## src/rtl/led_status_monitor.sv

```systemverilog
// Board LED status stage: heartbeat, synchronized system-reset level, and
// pulse-stretched UART rx/tx activity. Define LED_PWM_EN for PWM dimming.

module led_stretch #(
  parameter int STRETCH_CYCLES = 480000
) (
  input  logic clock,
  input  logic reset_n,
  input  logic i_sample,
  output logic o_led
);
  localparam int CW = $clog2(STRETCH_CYCLES + 1);
  localparam logic [CW-1:0] LOAD = CW'(STRETCH_CYCLES);

  logic          r_hist;
  logic [CW-1:0] r_cnt;
  logic          r_led;
  logic          w_edge;
  logic [CW-1:0] w_cnt_nxt;

  assign w_edge = i_sample ^ r_hist;

  // A new edge always reloads, even when the count is about to expire.
  always_comb begin
    w_cnt_nxt = r_cnt;
    if (w_edge)              w_cnt_nxt = LOAD;
    else if (r_cnt != '0)    w_cnt_nxt = r_cnt - 1'b1;
  end

  always_ff @(posedge clock or negedge reset_n) begin
    if (!reset_n) begin
      r_hist <= 1'b1;
      r_cnt  <= '0;
      r_led  <= 1'b0;
    end else begin
      r_hist <= i_sample;
      r_cnt  <= w_cnt_nxt;
      r_led  <= (r_cnt != '0);
    end
  end

  assign o_led = r_led;
endmodule

module led_status_monitor #(
  parameter int HEARTBEAT_DIV  = 12000000,
  parameter int STRETCH_CYCLES = 480000,
  parameter int PWM_BITS       = 4,
  parameter int PWM_DUTY       = 4
) (
  input  logic       clock,
  input  logic       reset_n,
  input  logic       sys_reset_i,
  input  logic       uart_rx_i,
  input  logic       uart_tx_i,
  output logic [3:0] led_o
);
  localparam int HB_W = $clog2(HEARTBEAT_DIV + 1);
  localparam logic [HB_W-1:0] HB_LAST = HB_W'(HEARTBEAT_DIV - 1);

  if (HEARTBEAT_DIV < 2 || STRETCH_CYCLES < 1 || PWM_BITS < 1 ||
      PWM_DUTY < 0 || PWM_DUTY > (1 << PWM_BITS)) begin : g_param_chk
    $error("led_status_monitor: parameter out of range");
  end

  logic [1:0]      r_rst_sync;
  logic [1:0]      r_rx_sync;
  logic [HB_W-1:0] r_hb_cnt;
  logic            r_hb_led;
  logic            r_rst_led;
  logic            w_rst_s;
  logic            w_rx_s;
  logic [1:0]      w_act_in;
  logic [1:0]      w_act_led;
  logic [3:0]      w_led;

  assign w_rst_s = r_rst_sync[1];
  assign w_rx_s  = r_rx_sync[1];

  // Synchronizers reset to the idle/asserted level so release creates no edge.
  always_ff @(posedge clock or negedge reset_n) begin
    if (!reset_n) begin
      r_rst_sync <= 2'b11;
      r_rx_sync  <= 2'b11;
      r_rst_led  <= 1'b0;
      r_hb_cnt   <= '0;
      r_hb_led   <= 1'b0;
    end else begin
      r_rst_sync <= {r_rst_sync[0], sys_reset_i};
      r_rx_sync  <= {r_rx_sync[0], uart_rx_i};
      r_rst_led  <= w_rst_s;
      if (w_rst_s) begin
        r_hb_cnt <= '0;
        r_hb_led <= 1'b0;
      end else if (r_hb_cnt == HB_LAST) begin
        r_hb_cnt <= '0;
        r_hb_led <= ~r_hb_led;
      end else begin
        r_hb_cnt <= r_hb_cnt + 1'b1;
      end
    end
  end

  // tx is already in this clock domain, so it feeds its stretcher directly.
  assign w_act_in = {uart_tx_i, w_rx_s};

  led_stretch #(.STRETCH_CYCLES(STRETCH_CYCLES)) u_act [1:0] (
    .clock    (clock),
    .reset_n  (reset_n),
    .i_sample (w_act_in),
    .o_led    (w_act_led)
  );

  assign w_led = {w_act_led, r_rst_led, r_hb_led};

`ifdef LED_PWM_EN
  localparam logic [PWM_BITS:0] DUTY = (PWM_BITS + 1)'(PWM_DUTY);

  logic [PWM_BITS-1:0] r_pwm_cnt;
  logic [3:0]          r_led_o;

  always_ff @(posedge clock or negedge reset_n) begin
    if (!reset_n) begin
      r_pwm_cnt <= '0;
      r_led_o   <= '0;
    end else begin
      r_pwm_cnt <= r_pwm_cnt + 1'b1;
      r_led_o   <= w_led & {4{({1'b0, r_pwm_cnt} < DUTY)}};
    end
  end

  assign led_o = r_led_o;
`else
  assign led_o = w_led;
`endif
endmodule
```

## config.mk

```make
export PLATFORM = sky130hd
export DESIGN_NAME = led_status_monitor
export DESIGN_NICKNAME = d
export VERILOG_FILES = /design/src/rtl/led_status_monitor.sv
export SDC_FILE = /design/constraint.sdc
export NUM_CORES = 1
export LEC_CHECK = 0
export CELL_PAD_IN_SITES_DETAIL_PLACEMENT = 0
export CELL_PAD_IN_SITES_GLOBAL_PLACEMENT = 1
export CORE_ASPECT_RATIO = 0.7
export CORE_MARGIN = 2
export CORE_UTILIZATION = 49
export DETAILED_ROUTE_END_ITERATION = 16
export PLACE_DENSITY_LB_ADDON = 0.1
export SYNTH_ARGS = -nofsm -noshare
export SYNTH_HDL_FRONTEND = slang
export SYNTH_SLANG_ARGS = --single-unit
```

## constraint.sdc

```tcl
create_clock -name clock -period 2 [get_ports clock]
set_input_delay 0.3 -clock clock [delete_from_list [all_inputs] [get_ports clock]]
set_output_delay 0.3 -clock clock [all_outputs]
set_load 0.01 [all_outputs]
```

* Word-level counts from Yosys, hierarchy flattened *
Index checks and enable logic that the tools add are counted.
Widths: inputs -> output; s select.

storage, ports and cells
  bits in registers = 72
  output and inout bits = 4

cells by class
  add/subtract/negate cells = 3
  eq/ne operators = 1
  muxes and demuxes = 8
  bitwise gates (word level) = 3
  reductions and logical operators = 5

operator list
  kind                   number
  $mux 19                4
  $mux 24                2
  $reduce_bool 19->1     2
  $sub 19x1->19 const B  2
  $add 24x1->24 const B  1
  $eq 24x24->1 const B   1
  $reduce_bool 2->1      3
  $mux 1                 2
  $xor 1x1->1            2
  $not 1->1              1

* Depth between registers and ports, before layout *
Gate-level depths: netlist of the first run.

  depth after elaboration = 3
  mapped depth = 7
  mapped depth without buffers = 6

* By module *
Synthesis of the first run repeated with hierarchy kept, for this count alone.

unflattened totals
  cell total of the unflattened synthesis = 353
  area total of the unflattened synthesis = 3543.4 um^2

by module, submodules not included
  module              times used  cells an instance  area an instance (um^2)
  led_stretch         2           106                1051.0
  led_status_monitor  1           141                1441.4

* Least setup slack after synthesis of the first run *
No wires, ideal clock.

  path type = register -> register
  start = register u_act[1].r_cnt[10]
  end = register u_act[1].r_cnt[16]
  setup time = 0.069 ns
  data arrival time = 1.752 ns
  required time = 1.931 ns
  slack = 0.179 ns
  stages on the path, launching flop included = 5
  path buffers = 0
  period minus slack after synthesis = 1.821 ns
  path through = dfrtp_1 > or3_4 > or4_4 > or4_1 > nand3_1

on the way
  word-level cells in the longest chain between the ends = 3
  elaborated cells between the ends (all ways) = 5

RTL lines
  what                    line  source
  start, declared         16    logic [CW-1:0] r_cnt;
  start signal, assigned  37    r_cnt <= w_cnt_nxt;
  $sub 19x1->19           27    else if (r_cnt != '0) w_cnt_nxt = r_cnt - 1'b1;
  $mux 19                 27
  $mux 19                 26    if (w_edge) w_cnt_nxt = LOAD;

Parallel ways exist; a longest one is shown, timed or not. The select of a mux whose other input is x is not followed.
A chain may end at the register's enable or synchronous reset.

* Final worst setup path of the first run *
Same ends and word-level chain as after synthesis.

==> summary.md, run 1 <==
| Metric | Value |
|---|---|
| Worst slew pin tran | `0.744 ns` |
| Grt met3 use | `0.0723` |
| Setup Total Neg Slack | `0 ns` |
| Max FO, Critical Path | `7` |
| Cells after Synth | `386` |
| Number of buffers created by CTS | `9` |
| HP Start | `sys_reset_i` |
| Arr. time, crit path | `approximately 2.2 ns` |
| Vias/cell | `5.89` |
| Largest cells by area after synthesis | `dfrtp_1 (44%), dfstp_2 (4.2%), a21oi_1 (4.2%)` |
| First-pass detailed-route iteration total | `4` |
| Hold Crit Depth | `1` |
| Worst Path Required | `2.30 ns` |
| Critical Path End Type | `flip-flop` |
| Final HPWL DP | `5.46 mm` |
| Global-route wire length before repair | `about 14 mm` |
| #FFs+latches synth | `72` |
| Iteration-0 DRC Markers | `110` |
| Remaining global-route overflow | `0` |
| Layout cells sized above 1 | `0.177` |
| Reg2reg end | `u_act[1].r_cnt[16]` |
| Most frequent cells in the layout | `dfrtp_1 (66), nand2_1 (32), a21oi_1 (30)` |
| GRT Overall Usage | `0.210` |
| Vias in the first global route | `2808` |
| Leakage power | `between 0.0015 and 0.002 uW` |
| Row count | `26` |
| Layout Nets | `427` |
| WS Path Type | `reg -> reg` |
| Synth Warn # | `0` |
| Post-synth ARST share | `1.00` |
| Wire per inst | `15.4 um` |
| CTS Sinks | `72` |
| Worst-case clock buffer depth | `2` |
| Most common cell after layout, fill and taps aside | `dfrtp_1` |
| Seq/Total Area, Yosys | `0.485` |
| Worst slack at placement | `about 0.020 ns` |
| GR met1 Demand/Resource | `0.314` |
| VDD IR max | `between 0.7 and 0.8 mV` |
| F_max | `roughly 520 MHz` |
| Power Density | `934 nW/um2` |
| WHS Endpoint | `r_rst_sync[0]` |
| MaxCap Viol Count | `0` |
| RSZ-0062 raised after global routing | `false` |
| Top-area cell type share of the netlist area | `0.443` |
| Status | `finished, final reports clean` |
| Global placer's final weighted congestion | `between 0.8 and 0.9` |
| Die Ht | `77.0 um` |
| Count of input and output buffers | `8` |
| Core area | `7350 um2` |
| Die width | `roughly 110 um` |
| Full die area | `8330 um2` |
| CP bufs+invs | `0` |
| Ys flop type | `dfrtp_1` |
| Cell depth of the worst flop-to-flop path | `4` |
| Initial antenna violation count | `0` |
| Fill count | `651` |
| Fin Clk Skew | `0.0112 ns` |
| Root Buffer | `clkbuf_8` |
| Min-delay worst type | `in -> reg` |
| Initial cell density of the core | `0.507` |
| Max incr delay on CP | `~0.48 ns` |
| Final worst setup slack | `between 0.07 and 0.08 ns` |
| Top delay family on crit path | `simple AND/OR/NAND/NOR gates` |
| Final Slew Violations | `0` |
| DRC viols | `0` |
| Worst-Skew Late Latency | `between 0.3 and 0.4 ns` |
| Area Overhead vs Synth | `18.0%` |
| Slew HR | `0.501` |
| Tcrit/Tclk final | `0.964` |
| Util after Layout | `0.599` |
| H-tree depth | `3` |
| Mapped Nets | `394` |
| Met2 capacity usage during global routing | `0.286` |
| Final setup fails | `0` |
| Largest net degree at the start of global routing | `50` |
| Reg2reg start | `u_act[1].r_cnt[10]` |
| TritonCTS clock tree | `yes` |
| Final hold violation count | `0` |
| Number of diodes | `0` |
| Post-synth EDFFs | `0` |
| Final ANT Viol Nets | `0` |
| CTS clk-pin slew, worst paths | `0.07 ns` |
| Critical path startpoint category | `flip-flop` |
| Total wire length | `8.05 mm` |
| Syn avg cell area | `roughly 9.7 um2` |
| # IOs | `9` |
| Mapped Area | `3730 um2` |
| Synth cell types | `49` |
| Largest area contributor in the synthesized netlist | `dfrtp_1` |
| Vias | `3072` |
| Top Usage Layer GRT | `met1` |
| Critical path, cell by cell | `or3_4, or4_4, or4_1, nand3_1` |
| Slowest cell on the critical path | `or4_1` |
| Fin crit period | `just under 2 ns` |
| R2R Setup Slk | `0.07 ns` |
[synth_stat cells (2+ instances only)]
cell type,number
or2_2,4
or3_2,2
buf_2,4
nand2b_1,11
xor2_1,8
nor4b_2,2
nor3_1,10
inv_1,9
nor4_1,9
nand3b_1,2
nand4_1,9
dfrtp_1,66
o21ai_0,15
o311ai_1,2
a211oi_1,3
nor2_1,29
nor3_2,2
and2_1,6
o41ai_1,3
or4_1,17
ha_1,3
dfstp_2,6
xnor2_1,7
nand2_1,32
nor2b_1,2
clkbuf_1,7
o31ai_1,18
buf_4,4
mux2i_1,10
or4_2,2
nand3_1,19
a21oi_1,31
or3_1,11
and3_1,3
and4_1,4
[report_power, final]
| group | switching, uW | internal [uW] | leakage [uW] |
|---|---|---|---|
| Sequential | 200 | 1600 | 0.000885 |
| Combinational | 472 | 408 | 0.000655 |
| Clock | 569 | 863 | 0.000124 |
| Total | 1240 | 2870 | 0.00166 |
[registers in the layout, indices dropped and copies added (netlist names)]
name          cells
u_act.r_hist      2
u_act.o_led       2
r_rst_sync        2
r_hb_led          1
r_rst_led         1
r_hb_cnt         24
r_rx_sync         2
u_act.r_cnt      38
[area by class of cell]
cell class	instances	area, um2	share of cell area
clock inverter	5	104	0.0236
clock buffer	11	141	0.0321
sequential	72	1810	0.411
inverter	9	33.8	0.00768
tap	98	123	0.0279
timing repair buffer	38	330	0.0751
multi-input combinational	289	1860	0.423
[how the worst max path moves through the flow]
stage                             from                 end  slack, ns  cells after the start
finish              u_act[1].r_cnt[10]  u_act[1].r_cnt[16]       0.07                      4
detailed placement   u_act[0].r_cnt[0]  u_act[0].r_cnt[10]       0.02                      6
global placement     u_act[1].r_cnt[0]   u_act[1].r_cnt[3]       0.01                      7
global route         u_act[0].r_cnt[0]  u_act[0].r_cnt[10]      0.006                      6
floorplan           u_act[1].r_cnt[10]  u_act[1].r_cnt[16]       0.18                      4
CTS                  u_act[1].r_cnt[0]  u_act[1].r_cnt[10]       0.03                      6
[stage by stage]
step           cell area [um2]  power, uW  hold WS, ns  instances
2_1_floorplan             3730       2320      0.00441        386
3_3_place_gp              4080       2590        0.223        503
3_5_place_dp              4080       2610        0.224        503
4_1_cts                   4340       4080        0.329        520
5_1_grt                   4400       4330        0.336        522
6_report                  4400       4110        0.342        522
[worst register-to-register path: cells and delay by family (launching register included)]
kind          cells  cell delay [ns]
simple gates      4             1.42
flops             1             0.45
[routing by layer]
layer,wire [um],share of wire,vias up
met4,142,0.018,0
met5,0,0,-
met3,313,0.039,14
li1,-,-,1499
met2,3340,0.41,44
met1,4260,0.53,1515
[what timing repair did]
| item | CTS | global route |
|---|---|---|
| pin swaps | 0 | 1 |
| endpoints found under the setup margin | 1 | 15 |
| setup buffers | 0 | 2 |
| endpoints found under the hold margin | 22 | 0 |
| hold buffers | 1 | 0 |
| resized for setup | 1 | 9 |
[kinds of logic (layout without fill, tap and decap cells)]
| kind of cell | count (synthesis) | in the layout | synth area share |
|---|---|---|---|
| buffers and inverters | 25 | 63 | 0.0309 |
| XOR/XNOR | 15 | 15 | 0.0352 |
| AND/OR/NAND/NOR | 184 | 184 | 0.284 |
| flip-flops | 72 | 72 | 0.485 |
| multiplexers | 10 | 10 | 0.0268 |
| AO/OA/AOI/OAI | 77 | 77 | 0.128 |
| adder cells (fa/ha/maj) | 3 | 3 | 0.0101 |
No activity file was read; power rests on OpenSTA's default activity.
==> run 2, diff against run 1 <==
Settings changed: CAP_MARGIN from default to 20, CTS_CLUSTER_DIAMETER from default to 120.
Clock period 2 ns to 2.05 ns, I/O delays scaled along.
==> run 2 against run 1 <==
Effect of this change:
- register-to-register slack gained 0.05 ns
- critical path type unchanged
- highest routed layer unchanged
- sequential cell count is the same
- critical path depth is the same
- sequential power shrank 3%
- largest cell class unchanged
==> summary.md, run 2 (synthesized netlist as in run 1, its figures left out) <==
| Metric | Value |
|---|---|
| Register area | `1810 um2 (unchanged)` |
| Post-Place Cells | `498 (was 503)` |
| Count of input and output buffers | `8 (unchanged)` |
| RSZ-0062 raised after global routing | `false (unchanged)` |
| Final setup fails | `0 (unchanged)` |
| Initial cell density of the core | `0.507 (unchanged)` |
| Post-Layout Cell Count | `516 (was 522)` |
| Reg2reg end | `u_act[1].r_cnt[16] (unchanged)` |
| Die Ht | `77.0 um (unchanged)` |
| Biggest register | `u_act.r_cnt (unchanged)` |
| Leakage power | `0.00159 uW (was 0.00166 uW)` |
| Most common cell after layout, fill and taps aside | `dfrtp_1 (unchanged)` |
| Fin Clk Skew | `0.0111 ns (was 0.0112 ns)` |
| CTS Sinks | `72 (unchanged)` |
| CTS clk-pin slew, worst paths | `0.07 ns (about the same)` |
| First-pass detailed-route iteration total | `4 (unchanged)` |
| Layout cells sized above 1 | `0.156 (was 0.177)` |
| Vias in the first global route | `2792 (was 2808)` |
| H-tree depth | `3 (unchanged)` |
| Critical path, cell by cell | `or3_4, or4_4, or4_1, nand3_1 (unchanged)` |
| WS Path Type | `reg -> reg (unchanged)` |
| Reg2reg start | `u_act[1].r_cnt[10] (unchanged)` |
| Top delay family on crit path | `simple AND/OR/NAND/NOR gates (unchanged)` |
| Largest regs | `u_act.r_cnt: 38 flops, r_hb_cnt: 24 flops (unchanged)` |
| Final Slew Violations | `0 (unchanged)` |
| Full die area | `8330 um2 (unchanged)` |
| Status | `finished, final reports clean (unchanged)` |
| Area Overhead vs Synth | `14.0% (was 18.0%)` |
| Total wire length | `7.83 mm (was 8.05 mm)` |
| Crit path from | `u_act[1].r_cnt[10] (unchanged)` |
| Global placer's final weighted congestion | `0.834 (was 0.817)` |
| Critical Path End Type | `flip-flop (unchanged)` |
| Slowest cell on the critical path | `or4_1 (unchanged)` |
| Number of buffers created by CTS | `9 (unchanged)` |
| Routed met1 length | `4.09 mm (was 4.26 mm)` |
| Iteration-0 DRC Markers | `133 (was 110)` |
| Die width | `108 um (unchanged)` |
| Most frequent cells in the layout | `dfrtp_1 (66), nand2_1 (31), a21oi_1 (30) (was dfrtp_1 (66), nand2_1 (32), a21oi_1 (30))` |
| DR WL met2 | `3.35 mm (was 3.34 mm)` |
| R2R Setup Slk | `0.12 ns (was 0.07 ns)` |
| Fin crit period | `1.93 ns (about the same)` |
| Max FO, Critical Path | `7 (unchanged)` |
| TritonCTS clock tree | `yes (unchanged)` |
| Vias | `2990 (was 3072)` |
| MaxCap Viol Count | `0 (unchanged)` |
| Core area | `7350 um2 (unchanged)` |
| Tcrit/Tclk final | `0.941 (was 0.964)` |
| Largest net degree at the start of global routing | `44 (was 50)` |
| Crit path capture | `u_act[1].r_cnt[16] (unchanged)` |
| Util after Layout | `0.578 (was 0.599)` |
| CP bufs+invs | `0 (unchanged)` |
| Worst-case clock buffer depth | `2 (unchanged)` |
| Layout Nets | `422 (was 427)` |
| Initial antenna violation count | `0 (unchanged)` |
| Wire per inst | `15.2 um (was 15.4 um)` |
| Critical path depth in cells | `4 (unchanged)` |
| Worst-Skew Late Latency | `0.36 ns (was 0.37 ns)` |
| Vias/cell | `5.79 (was 5.89)` |
| DRC viols | `0 (unchanged)` |
| Final hold violation count | `0 (unchanged)` |
| Worst Path Required | `2.34 ns (was 2.30 ns)` |
| VDD IR max | `0.466 mV (was 0.791 mV)` |
| GRT Overall Usage | `0.210 (about the same)` |
| Global-route wire length before repair | `13.6 mm (about the same)` |
| Row count | `26 (unchanged)` |
| DR top layer | `met4 (unchanged)` |
| Final ANT Viol Nets | `0 (unchanged)` |
| Number of diodes | `0 (unchanged)` |
| Cell depth of the worst flop-to-flop path | `4 (unchanged)` |
| Arr. time, crit path | `2.22 ns (was 2.23 ns)` |
| Max incr delay on CP | `0.47 ns (was 0.48 ns)` |
| DR WL met3 | `309 um (was 313 um)` |
| Max reg flops | `38 (unchanged)` |
| Final HPWL DP | `5.41 mm (was 5.46 mm)` |
| Power Density | `830 nW/um2 (was 934 nW/um2)` |
| F_max | `518 MHz (was 519 MHz)` |
| Min-delay worst type | `reg -> reg (was in -> reg)` |
| Worst slew pin tran | `0.720 ns (was 0.744 ns)` |
| Fill count | `667 (was 651)` |
| Slew HR | `0.518 (was 0.501)` |
| Remaining global-route overflow | `0 (unchanged)` |
| # IOs | `9 (unchanged)` |
| Setup Total Neg Slack | `0 ns (unchanged)` |
| Root Buffer | `clkbuf_8 (unchanged)` |
| Area of the multi-input gates | `1840 um2 (was 1860 um2)` |
| Critical path startpoint category | `flip-flop (unchanged)` |
[run 2: cell types whose count changed in the layout (fill, tap and decap cells not counted), sizes merged]
cell	previous run	this run
bufinv	3	0
buf	30	25
clkbuf	11	13
[run 2: timing repair]
item / CTS / global route
gates resized for setup: 0 / 7
hold buffers: 1 / 0
buffers inserted: 0 / 2
endpoints found under the hold margin: 27 / 0
endpoints found under the setup margin: 0 / 15
[run 2: cell type report]
cell class	count	share of cell area
Clock buffer	13	0.0327
Tap cell	98	0.0288
Clock inverter	2	0.00236
Inverter	9	0.00795
Multi-Input combinational cell	289	0.434
Timing Repair Buffer	33	0.0689
Sequential cell	72	0.426
[run 2: how the worst min path moves through the flow]
stage,startpoint,endpoint,cells after the start
floorplan,reset_n,r_hb_cnt[0],0
global placement,reset_n,u_act[0].r_cnt[17],1
detailed placement,reset_n,u_act[0].r_cnt[17],1
CTS,uart_rx_i,r_rx_sync[0],1
global route,uart_rx_i,r_rx_sync[0],1
finish,r_rst_sync[0],r_rst_sync[1],0
[run 2: worst reg2reg max path: cells and delay by family, from the launching register on]
| kind | cells | cell delay [ns] |
|---|---|---|
| flip-flops | 1 | 0.45 |
| AND/OR/NAND/NOR | 4 | 1.41 |
[run 2: per-stage QoR]
stage	hold WS, ns	power, uW	setup slack, ns	cell area, um2
floorplan	0.0119	2260	0.229	3730
global placement	0.272	2520	0.0973	4040
detailed placement	0.275	2540	0.00162	4040
CTS	0.355	3500	0.000353	4200
global route	0.354	3750	0.00444	4250
finish	0.359	3530	0.120	4250
[run 2: report_power, final]
part | internal, uW | switching [uW]
combinational | 387 | 458
sequential | 1560 | 184
clock | 431 | 508
total | 2380 | 1150
[run 2: metal layers]
metal,global-route usage,vias up
met1,0.312,1451
li1,-,1485
met4,0.0705,0
met2,0.287,47
met3,0.0672,7
met5,0,-
==> run 3, diff against run 2 <==
Settings changed: CTS_CLUSTER_SIZE from default to 8.
Clock period 2.05 ns to 1.8 ns, I/O delays scaled along.
==> run 3 against run 2 <==
Effect of this change:
- the flow now finishes with violations (setup timing)
- global-route usage increased by 2.1 points
- maximum frequency up 4.0%
- worst hold slack worse by 0.026 ns
- first-iteration DRC count grew 49%
- clock skew decreased by 0.0045 ns
- sequential power grew 14%
- cell count grew 11%
- clock power increased by 67%
- critical path depth unchanged
==> summary.md, run 3 (synthesized netlist as in run 1, its figures left out) <==
| Metric | Value |
|---|---|
| Global placer's final weighted congestion | `0.869 (was 0.834)` |
| CTS Sinks | `72 (unchanged)` |
| Max reg flops | `38 (unchanged)` |
| Vias | `3319 (was 2990)` |
| Worst Path Required | `2.08 ns (was 2.34 ns)` |
| Final HPWL DP | `6.21 mm (was 5.41 mm)` |
| MaxCap Viol Count | `0 (unchanged)` |
| Final worst setup slack | `-0.0562 ns (was 0.120 ns)` |
| Most common cell after layout, fill and taps aside | `buf_4 (was dfrtp_1)` |
| Number of diodes | `0 (unchanged)` |
| Min-delay worst type | `in -> reg (was reg -> reg)` |
| Final ANT Viol Nets | `0 (unchanged)` |
| Die width | `108 um (unchanged)` |
| Fill count | `562 (was 667)` |
| Fin crit period | `1.86 ns (was 1.93 ns)` |
| Area Overhead vs Synth | `37.6% (was 14.0%)` |
| Register area | `1810 um2 (about the same)` |
| GRT Overall Usage | `0.231 (was 0.210)` |
| VDD IR max | `0.614 mV (was 0.466 mV)` |
| Setup Total Neg Slack | `-0.678 ns (was 0 ns)` |
| H-tree depth | `3 (unchanged)` |
| Row count | `26 (unchanged)` |
| Initial cell density of the core | `0.507 (unchanged)` |
| Biggest register | `u_act.r_cnt (unchanged)` |
| Failing checks | `setup timing` |
| Worst-Skew Late Latency | `0.35 ns (was 0.36 ns)` |
| Worst slack at placement | `-0.0758 ns (was 0.00162 ns)` |
| Iteration-0 DRC Markers | `198 (was 133)` |
| Largest regs | `u_act.r_cnt: 38 flops, r_hb_cnt: 24 flops (unchanged)` |
| Vias/cell | `5.77 (was 5.79)` |
| Layout cells sized above 1 | `0.365 (was 0.156)` |
| Area of the multi-input gates | `2140 um2 (was 1840 um2)` |
| Wire per inst | `16.0 um (was 15.2 um)` |
| CTS clk-pin slew, worst paths | `0.07 ns (about the same)` |
| Most frequent cells in the layout | `buf_4 (76), dfrtp_1 (65), nand2_1 (31) (was dfrtp_1 (66), nand2_1 (31), a21oi_1 (30))` |
| Final setup fails | `18 (was 0)` |
| TritonCTS clock tree | `yes (unchanged)` |
| Cell depth of the worst flop-to-flop path | `4 (unchanged)` |
| Root Buffer | `clkbuf_8 (unchanged)` |
| Critical path startpoint category | `flip-flop (unchanged)` |
| Initial antenna violation count | `0 (unchanged)` |
| Number of buffers created by CTS | `9 (unchanged)` |
| Largest net degree at the start of global routing | `32 (was 44)` |
| Critical Path End Type | `flip-flop (unchanged)` |
| F_max | `539 MHz (was 518 MHz)` |
| Final Slew Violations | `0 (unchanged)` |
| # IOs | `9 (unchanged)` |
| Global-route wire length before repair | `15.1 mm (was 13.6 mm)` |
| Worst slew pin tran | `0.421 ns (was 0.720 ns)` |
| RSZ-0062 raised after global routing | `true (was false)` |
| Hold Crit Depth | `1 (was 0)` |
| Die Ht | `77.0 um (unchanged)` |
| Total wire length | `9.22 mm (was 7.83 mm)` |
| Full die area | `8330 um2 (unchanged)` |
| Remaining global-route overflow | `0 (unchanged)` |
| Count of input and output buffers | `8 (unchanged)` |
| Arr. time, crit path | `2.14 ns (was 2.22 ns)` |
| Layout Nets | `480 (was 422)` |
| Power Density | `946 nW/um2 (was 830 nW/um2)` |
| Slew HR | `0.717 (was 0.518)` |
| Tcrit/Tclk final | `1.03 (was 0.941)` |
| Worst-case clock buffer depth | `2 (unchanged)` |
| WS Path Type | `reg -> reg (unchanged)` |
| Status | `finished with violations (was finished, final reports clean)` |
| Final hold violation count | `0 (unchanged)` |
| Vias in the first global route | `3258 (was 2792)` |
| Max FO, Critical Path | `3 (was 7)` |
| DRC viols | `0 (unchanged)` |
| Core area | `7350 um2 (unchanged)` |
| First-pass detailed-route iteration total | `4 (unchanged)` |
| Leakage power | `0.00198 uW (was 0.00159 uW)` |
| Fin Clk Skew | `0.00667 ns (was 0.0111 ns)` |
## run 3: changes by cell type in the layout (fill, tap and decap cells not counted), moves of 4 or more
cell and delta:
buf_4 +53, a21oi_1 -13, a21oi_2 +13, nor2_1 -6, nor4_1 -6, nor2_4 +5
nor4_2 +5, or4_4 +5, inv_1 -4, inv_2 +4
## run 3: worst max-delay path, cell delays in order, from the launching register on
cell and delay (ns):
dfrtp_1 0.38, or3_4 0.40, or4_4 0.44, or4_1 0.48, nand3_1 0.09
## run 3: per-stage QoR
step | power (uW) | instances | hold slack, ns | area, um2 | utilization
finish | 4850 | 575 | 0.333 | 5130 | 0.698
global route | 5140 | 575 | 0.303 | 5130 | 0.698
CTS | 4740 | 570 | 0.317 | 4800 | 0.652
detailed placement | 3110 | 553 | 0.234 | 4470 | 0.609
global placement | 3070 | 553 | 0.234 | 4470 | 0.609
floorplan | 2610 | 386 | -0.0256 | 3740 | -
## run 3: final timing paths
kind	from	to	slack, ns
setup reg to reg	u_act[1].r_cnt[12]	u_act[1].r_cnt[16]	-0.06
hold reg to reg	r_rx_sync[0]	r_rx_sync[1]	0.36
hold / removal	sys_reset_i	r_rst_sync[0]	0.33
max in group asynchronous	reset_n	r_rst_sync[1]	0.79
setup / recovery	u_act[1].r_cnt[12]	u_act[1].r_cnt[16]	-0.06
min in group asynchronous	reset_n	u_act[0].r_cnt[18]	0.40
## run 3: final cells by class
type                            count  area share
Clock buffer                       11      0.0276
Clock inverter                      5      0.0202
Inverter                            9     0.00658
Multi-Input combinational cell    289       0.416
Sequential cell                    72       0.353
Tap cell                           98      0.0239
Timing Repair Buffer               91       0.153
## run 3: metal layers
layer  GRT usage  up-vias  share of wire
met4      0.0667        0         0.0079
met1       0.323     1633           0.50
li1            -     1610              -
met3      0.0638        9          0.048
met2       0.352       67           0.45
met5           0        -              0
## run 3: what timing repair did
action,in CTS,in global routing
setup buffers,1,4
pin swaps,4,16
hold buffers,1,0
setup endpoints to repair,36,44
resized for setup,17,61
endpoints found under the hold margin,28,0
cloned,0,2
## run 3: where the power goes
| part | total [uW] | leakage, uW | switching (uW) | internal (uW) |
|---|---|---|---|---|
| Combinational | 1310 | 0.000973 | 649 | 656 |
| Clock | 1570 | 0.000124 | 607 | 959 |
| Sequential | 1980 | 0.000883 | 207 | 1780 |
==> edit 1, RTL diff (flow settings as in run 2) <==
Register the output `led_o`, without a reset; this adds one clock of latency there.
--- a/src/rtl/led_status_monitor.sv
+++ b/src/rtl/led_status_monitor.sv
@@ -131,6 +131,8 @@
 
   assign led_o = r_led_o;
 `else
-  assign led_o = w_led;
+  always_ff @(posedge clock) begin
+    led_o <= w_led;
+  end
 `endif
 endmodule
Function: changed (Yosys sat finds a counterexample within 4 cycles, from zero or initial values and one cycle with reset_n low).
==> edit 1 against run 2 <==
- sequential cell count rose by 4
- maximum frequency fell by 4.2%
- hold slack got worse by 0.0078 ns
- via count rose by 0.10%
- non-clock buffer count rose by 11
- design area rose by 3.4%
- area after synthesis fell by 0.70%
- clock skew fell by 0.0019 ns
- setup slack got worse by 0.085 ns
- cell count rose by 0.39%
- total power rose by 16%
- first-iteration DRC count rose by 25%
- wire length rose by 0.40%
- sequential power rose by 3%
- critical endpoint is now r_hb_cnt[13]$_DFF_PN0_
- largest cell class is now flip-flops and latches
- highest routed layer unchanged
==> edit 1: results (changes against run 2) <==
* Post-Syn Instances at 376 (was 386)
* R2r startpoint: r_hb_cnt[14]$_DFF_PN0_ (was u_act[1].r_cnt[10]$_DFFE_PN0P_)
* Crit Path Class: register to register (unchanged)
* CP max stage delay at 0.54 ns (was 0.47 ns)
* Cells taking the most area after synthesis: dfrtp_1 (45%), dfstp_2 (4.3%), a21oi_1 (3.2%), nor2_1 (3.1%), mux2i_1 (3.0%) (was dfrtp_1 (44%), dfstp_2 (4.2%), a21oi_1 (4.2%), o31ai_1 (3.6%), or4_1 (3.4%))
* Top post-synthesis cells by count: dfrtp_1 (66), nor2_1 (31), a21oi_1 (24) (was dfrtp_1 (66), nand2_1 (32), a21oi_1 (31))
* Clk root buf: clkbuf_8 (unchanged)
* Top fanout value on the critical path at 10 (was 7)
* Depth of the worst register-to-register path at 5 (was 4)
* Pin count of the biggest net entering global routing at 73 (was 44)
* Vias at 2,993 (was 2,990)
* Vias in the first global route at 2,699 (was 2,792)
* WL met1 at 4.25 mm (was 4.09 mm)
* Total number of H-tree levels at 3 (unchanged)
* Leak Pwr at 1.70 nW (was 1.59 nW)
* Post-synth ARST share at 0.947 (was 1.00)
* Share of cells above drive strength 1 at 0.167 (was 0.156)
* Num CTS Buffers at 9 (unchanged)
* WL met3 at 295 um (was 309 um)
* Arrival @ worst endpoint at 2.25 ns (was 2.22 ns)
* Ys Warns at 0 (unchanged)
* Fill cells at 616 (was 667)
* R2R setup slack at 0.04 ns (was 0.12 ns)
* Tmin final at 2.01 ns (was 1.93 ns)
* Fin nets at 423 (was 422)
* Post-Place Cells at 499 (was 498)
* Gpl congestion at 0.815 (was 0.834)
* Metal2 WL at 3.24 mm (was 3.35 mm)
* First-pass GRT wire length at 13.5 mm (was 13.6 mm)
* Setup Skew at 0.00926 ns (was 0.0111 ns)
* Initial antenna violation count at 0 (unchanged)
* DR iter-0 viols at 166 (was 133)
* Total wire length at 7.86 mm (was 7.83 mm)
* Hold path start: u_act[0].o_led$_DFF_PN0_ (was r_rst_sync[0]$_DFF_PN1_)
* Vias per cell at 5.78 (was 5.79)
* Register area share after synthesis at 0.510 (was 0.485)
* GRT Total Usage at 0.205 (was 0.210)
* Clk_lat worst skew at 0.35 ns
* DP HPWL at 5.31 mm (was 5.41 mm)
* Netlist cell types at 46 (was 49)
* Max transition margin at 0.346 (was 0.518)
* Largest regs: u_act.r_cnt x38, r_hb_cnt x24, led_o x4 (was u_act.r_cnt x38, r_hb_cnt x24)
* Status: finished, final reports clean (unchanged)
* Worst path slowest cell: or4b_4 (was or4_1)
* Maximum vdd drop at 502 uV (was 466 uV)
* Pre-CTS WS at 0.0490 ns (was 0.00162 ns)
edit 1: changes by cell type after synthesis, sizes merged, moves of 5 or more:
cell	before	now
buf	8	3
nand2	32	22
o21ai	15	20
nor3	12	17
o31ai	18	8
clkbuf	8	13
or4	20	12
a21oi	31	24
edit 1: final cells by class:
cell class | instances | share of cell area
multi-input cells | 276 | 0.398
clock inverters | 6 | 0.0256
inverters | 8 | 0.00683
flip-flops and latches | 76 | 0.430
repair buffers | 44 | 0.0828
well taps | 98 | 0.0279
clock buffers | 10 | 0.0290
edit 1: critical path, delay by kind of cell, from the launching register on:
| family | cells | cell delay (ns) |
|---|---|---|
| AOI/OAI and AO/OA | 1 | 0.18 |
| buffers and inverters | 1 | 0.21 |
| DFF | 1 | 0.38 |
| and+or+nand+nor | 3 | 1.13 |
edit 1: logic make-up after synthesis:
family	Yosys count	synth area share
AOI/OAI and AO/OA	76	0.130
xor gates and xnor gates	17	0.0402
adders and majority gates	3	0.0101
buffers and inverters	24	0.0253
DFF	76	0.510
muxes	11	0.0297
and+or+nand+nor	169	0.254
edit 1: worst paths after layout:
kind	to
setup / recovery	r_hb_cnt[13]$_DFF_PN0_
hold / removal	led_o[2]$_DFF_P_
setup reg to reg	r_hb_cnt[13]$_DFF_PN0_
hold reg to reg	led_o[2]$_DFF_P_
max in group asynchronous	u_act[1].r_hist$_DFF_PN1_
min in group asynchronous	r_rst_led$_DFF_PN0_
edit 1: through the flow:
step           instance area (um2)  hold slack, ns  TNS [ns]
2_1_floorplan                 3700          0.0119         0
3_3_place_gp                  4100           0.326         0
3_5_place_dp                  4100           0.331         0
4_1_cts                       4350           0.345         0
5_1_grt                       4400           0.344    -0.168
6_report                      4400           0.351         0
edit 1: repair_timing:
action                                  in CTS  in global routing
gates resized for setup                      0                  9
hold buffers                                 1                  0
endpoints found under the setup margin       0                 18
hold endpoints to repair                    42                  0
buffers inserted                             0                  1
edit 1: routing by layer:
layer	up-vias	track usage
met3	8	0.0434
met2	44	0.272
met1	1455	0.331
met4	0	0.0615
met5	-	0
li1	1486	-
edit 1: power by group:
group | total [W] | internal [W] | switching, W
combinational | 0.000887 | 0.000417 | 0.000470
clock | 0.00140 | 0.000814 | 0.000582
sequential | 0.00180 | 0.00164 | 0.000169
total | 0.00409 | 0.00287 | 0.00122
==> edit 2, RTL diff (settings of run 2) <==
Without the edit above. Add a define of `LED_PWM_EN`.
--- a/src/rtl/led_status_monitor.sv
+++ b/src/rtl/led_status_monitor.sv
@@ -1,5 +1,7 @@
 // Board LED status stage: heartbeat, synchronized system-reset level, and
 // pulse-stretched UART rx/tx activity. Define LED_PWM_EN for PWM dimming.
+
+`define LED_PWM_EN
 
 module led_stretch #(
   parameter int STRETCH_CYCLES = 480000
Behaviour: not the same (Yosys sat finds a counterexample within 4 cycles, from zero or initial values and one cycle with reset_n low).
==> edit 2 against run 2 <==
- setup slack better by 0.035 ns
- clock skew is 0.0067 ns lower
- design area increased by 8.2%
- wire length shrank 9.9%
- sequential cell count is 8 higher
- total power is 33% higher
- area after synthesis is 4.8% higher
- synthesized cell count decreased by 3.4%
- first-iteration DRC count is 6.8% lower
- critical endpoint unchanged
==> edit 2: results (changes against run 2) <==
* Status: finished, final reports clean (unchanged)
* Max transition margin at 0.433 (was 0.518)
* Vias at 2,679 (was 2,990)
* Gpl congestion at 0.822 (was 0.834)
* DP HPWL at 4.91 mm (was 5.41 mm)
* Cells taking the most area after synthesis: dfrtp_1 (47%), nor2_1 (5.9%), xnor2_1 (5.4%), xor2_1 (4.9%), dfstp_2 (4.0%) (was dfrtp_1 (44%), dfstp_2 (4.2%), a21oi_1 (4.2%), o31ai_1 (3.6%), or4_1 (3.4%))
* Leak Pwr at 1.86 nW (was 1.59 nW)
* Fill cells at 623 (was 667)
* Share of cells above drive strength 1 at 0.165 (was 0.156)
* Maximum vdd drop at 615 uV (was 466 uV)
* DR iter-0 viols at 124 (was 133)
* Top post-synthesis cells by count: dfrtp_1 (74), nor2_1 (61), nand2_1 (29) (was dfrtp_1 (66), nand2_1 (32), a21oi_1 (31))
* Synthesized net count at 382 (was 394)
* Wire length per cell at 13.9 um (was 15.2 um)
* Pin count of the biggest net entering global routing at 39 (was 44)
* Fin nets at 410 (was 422)
* Clk_lat worst skew at 0.34 ns (was 0.36 ns)
* Vias in the first global route at 2,610 (was 2,792)
* Post-Place Cells at 490 (was 498)
* Switch share at 0.275 (was 0.326)
* Num CTS Buffers at 9 (unchanged)
* Final Instance Count excl. Fillers at 507 (was 516)
* Netlist cell types at 56 (was 49)
* Delay-heaviest family, CP: simple AND/OR/NAND/NOR gates (unchanged)
* Clk root buf: clkbuf_16 (was clkbuf_8)
* First-pass GRT wire length at 12.5 mm (was 13.6 mm)
* Arrival @ worst endpoint at 2.16 ns (was 2.22 ns)
* Setup Skew at 0.00438 ns (was 0.0111 ns)
* Post-Syn Instances at 373 (was 386)
* Worst path slowest cell: or4b_4 (was or4_1)
* Port Buf Inserts at 8 (unchanged)
## edit 2: cell count changes after synthesis, sizes merged, moves of 3 or more
cell	delta
o31ai	-17
nor2	+32
or4	-17
dfrtp	+8
or3	-11
nor3	+4
mux2i	-9
clkbuf	-5
xor2	+14
a21oi	-23
nand2b	-8
xnor2	+17
o21ai	-3
## edit 2: metrics by stage
stage | hold slack, ns | area [um2] | setup slack (ns) | power (W)
floorplan | 0.0119 | 3910 | 0.206 | 0.00250
global placement | 0.316 | 4210 | 0.123 | 0.00278
detailed placement | 0.320 | 4210 | 0.0871 | 0.00278
CTS | 0.357 | 4570 | 0.0749 | 0.00468
global route | 0.364 | 4600 | 0.0149 | 0.00494
finish | 0.356 | 4600 | 0.155 | 0.00469
## edit 2: kinds of logic after synthesis
group           Yosys count  share of synthesized area
mux                       1                    0.00256
flops                    80                      0.514
compound gates           39                     0.0673
simple gates            182                      0.273
buf+inv                  21                     0.0272
fa+ha+maj                 4                     0.0128
xor+xnor                 46                      0.103
## edit 2: timing repair
item / in CTS / in global routing
hold buffers: 1 / 0
gates resized for setup: 0 / 6
hold endpoints to repair: 30 / 0
endpoints found under the setup margin: 0 / 7
## edit 2: power groups by stage
stage	Clock (W)	Sequential [W]	Combinational, W
2_1_floorplan	0	0.00193	0.000577
3_3_place_gp	0	0.00196	0.000820
3_5_place_dp	0	0.00196	0.000820
4_1_cts	0.00191	0.00194	0.000832
5_1_grt	0.00199	0.00198	0.000971
6_report	0.00188	0.00196	0.000856
## edit 2: final timing paths
path | startpoint | endpoint | slack [ns] | depth (start not counted)
worst min register to register | r_rst_sync[0]$_DFF_PN1_ | r_rst_sync[1]$_DFF_PN1_ | 0.36 | 0
max in group asynchronous | reset_n | r_hb_cnt[4]$_DFF_PN0_ | 1.00 | 3
worst max register to register | u_act[1].r_cnt[1]$_DFFE_PN0P_ | u_act[1].r_cnt[16]$_DFFE_PN0P_ | 0.15 | 5
worst min-delay path | r_rst_sync[0]$_DFF_PN1_ | r_rst_sync[1]$_DFF_PN1_ | 0.36 | 0
min in group asynchronous | reset_n | u_act[0].r_cnt[13]$_DFFE_PN0P_ | 0.48 | 2
worst max-delay path | u_act[1].r_cnt[1]$_DFFE_PN0P_ | u_act[1].r_cnt[16]$_DFFE_PN0P_ | 0.15 | 5
## edit 2: cell type report
class                      instances  area [um2]  area share
inverter                          10        37.5     0.00816
timing repair buffer              28         255      0.0555
tap                              101         126      0.0275
multi-input combinational        272        1820       0.395
clock inverter                     5         103      0.0223
sequential                        80        2010       0.437
clock buffer                      11         253      0.0550
## edit 2: metal layers
layer,up-vias,share of wire,global-route usage
met2,23,0.41,0.260
met3,12,0.029,0.0550
li1,1350,-,-
met1,1294,0.54,0.264
met5,-,0,0
met4,0,0.016,0.0563
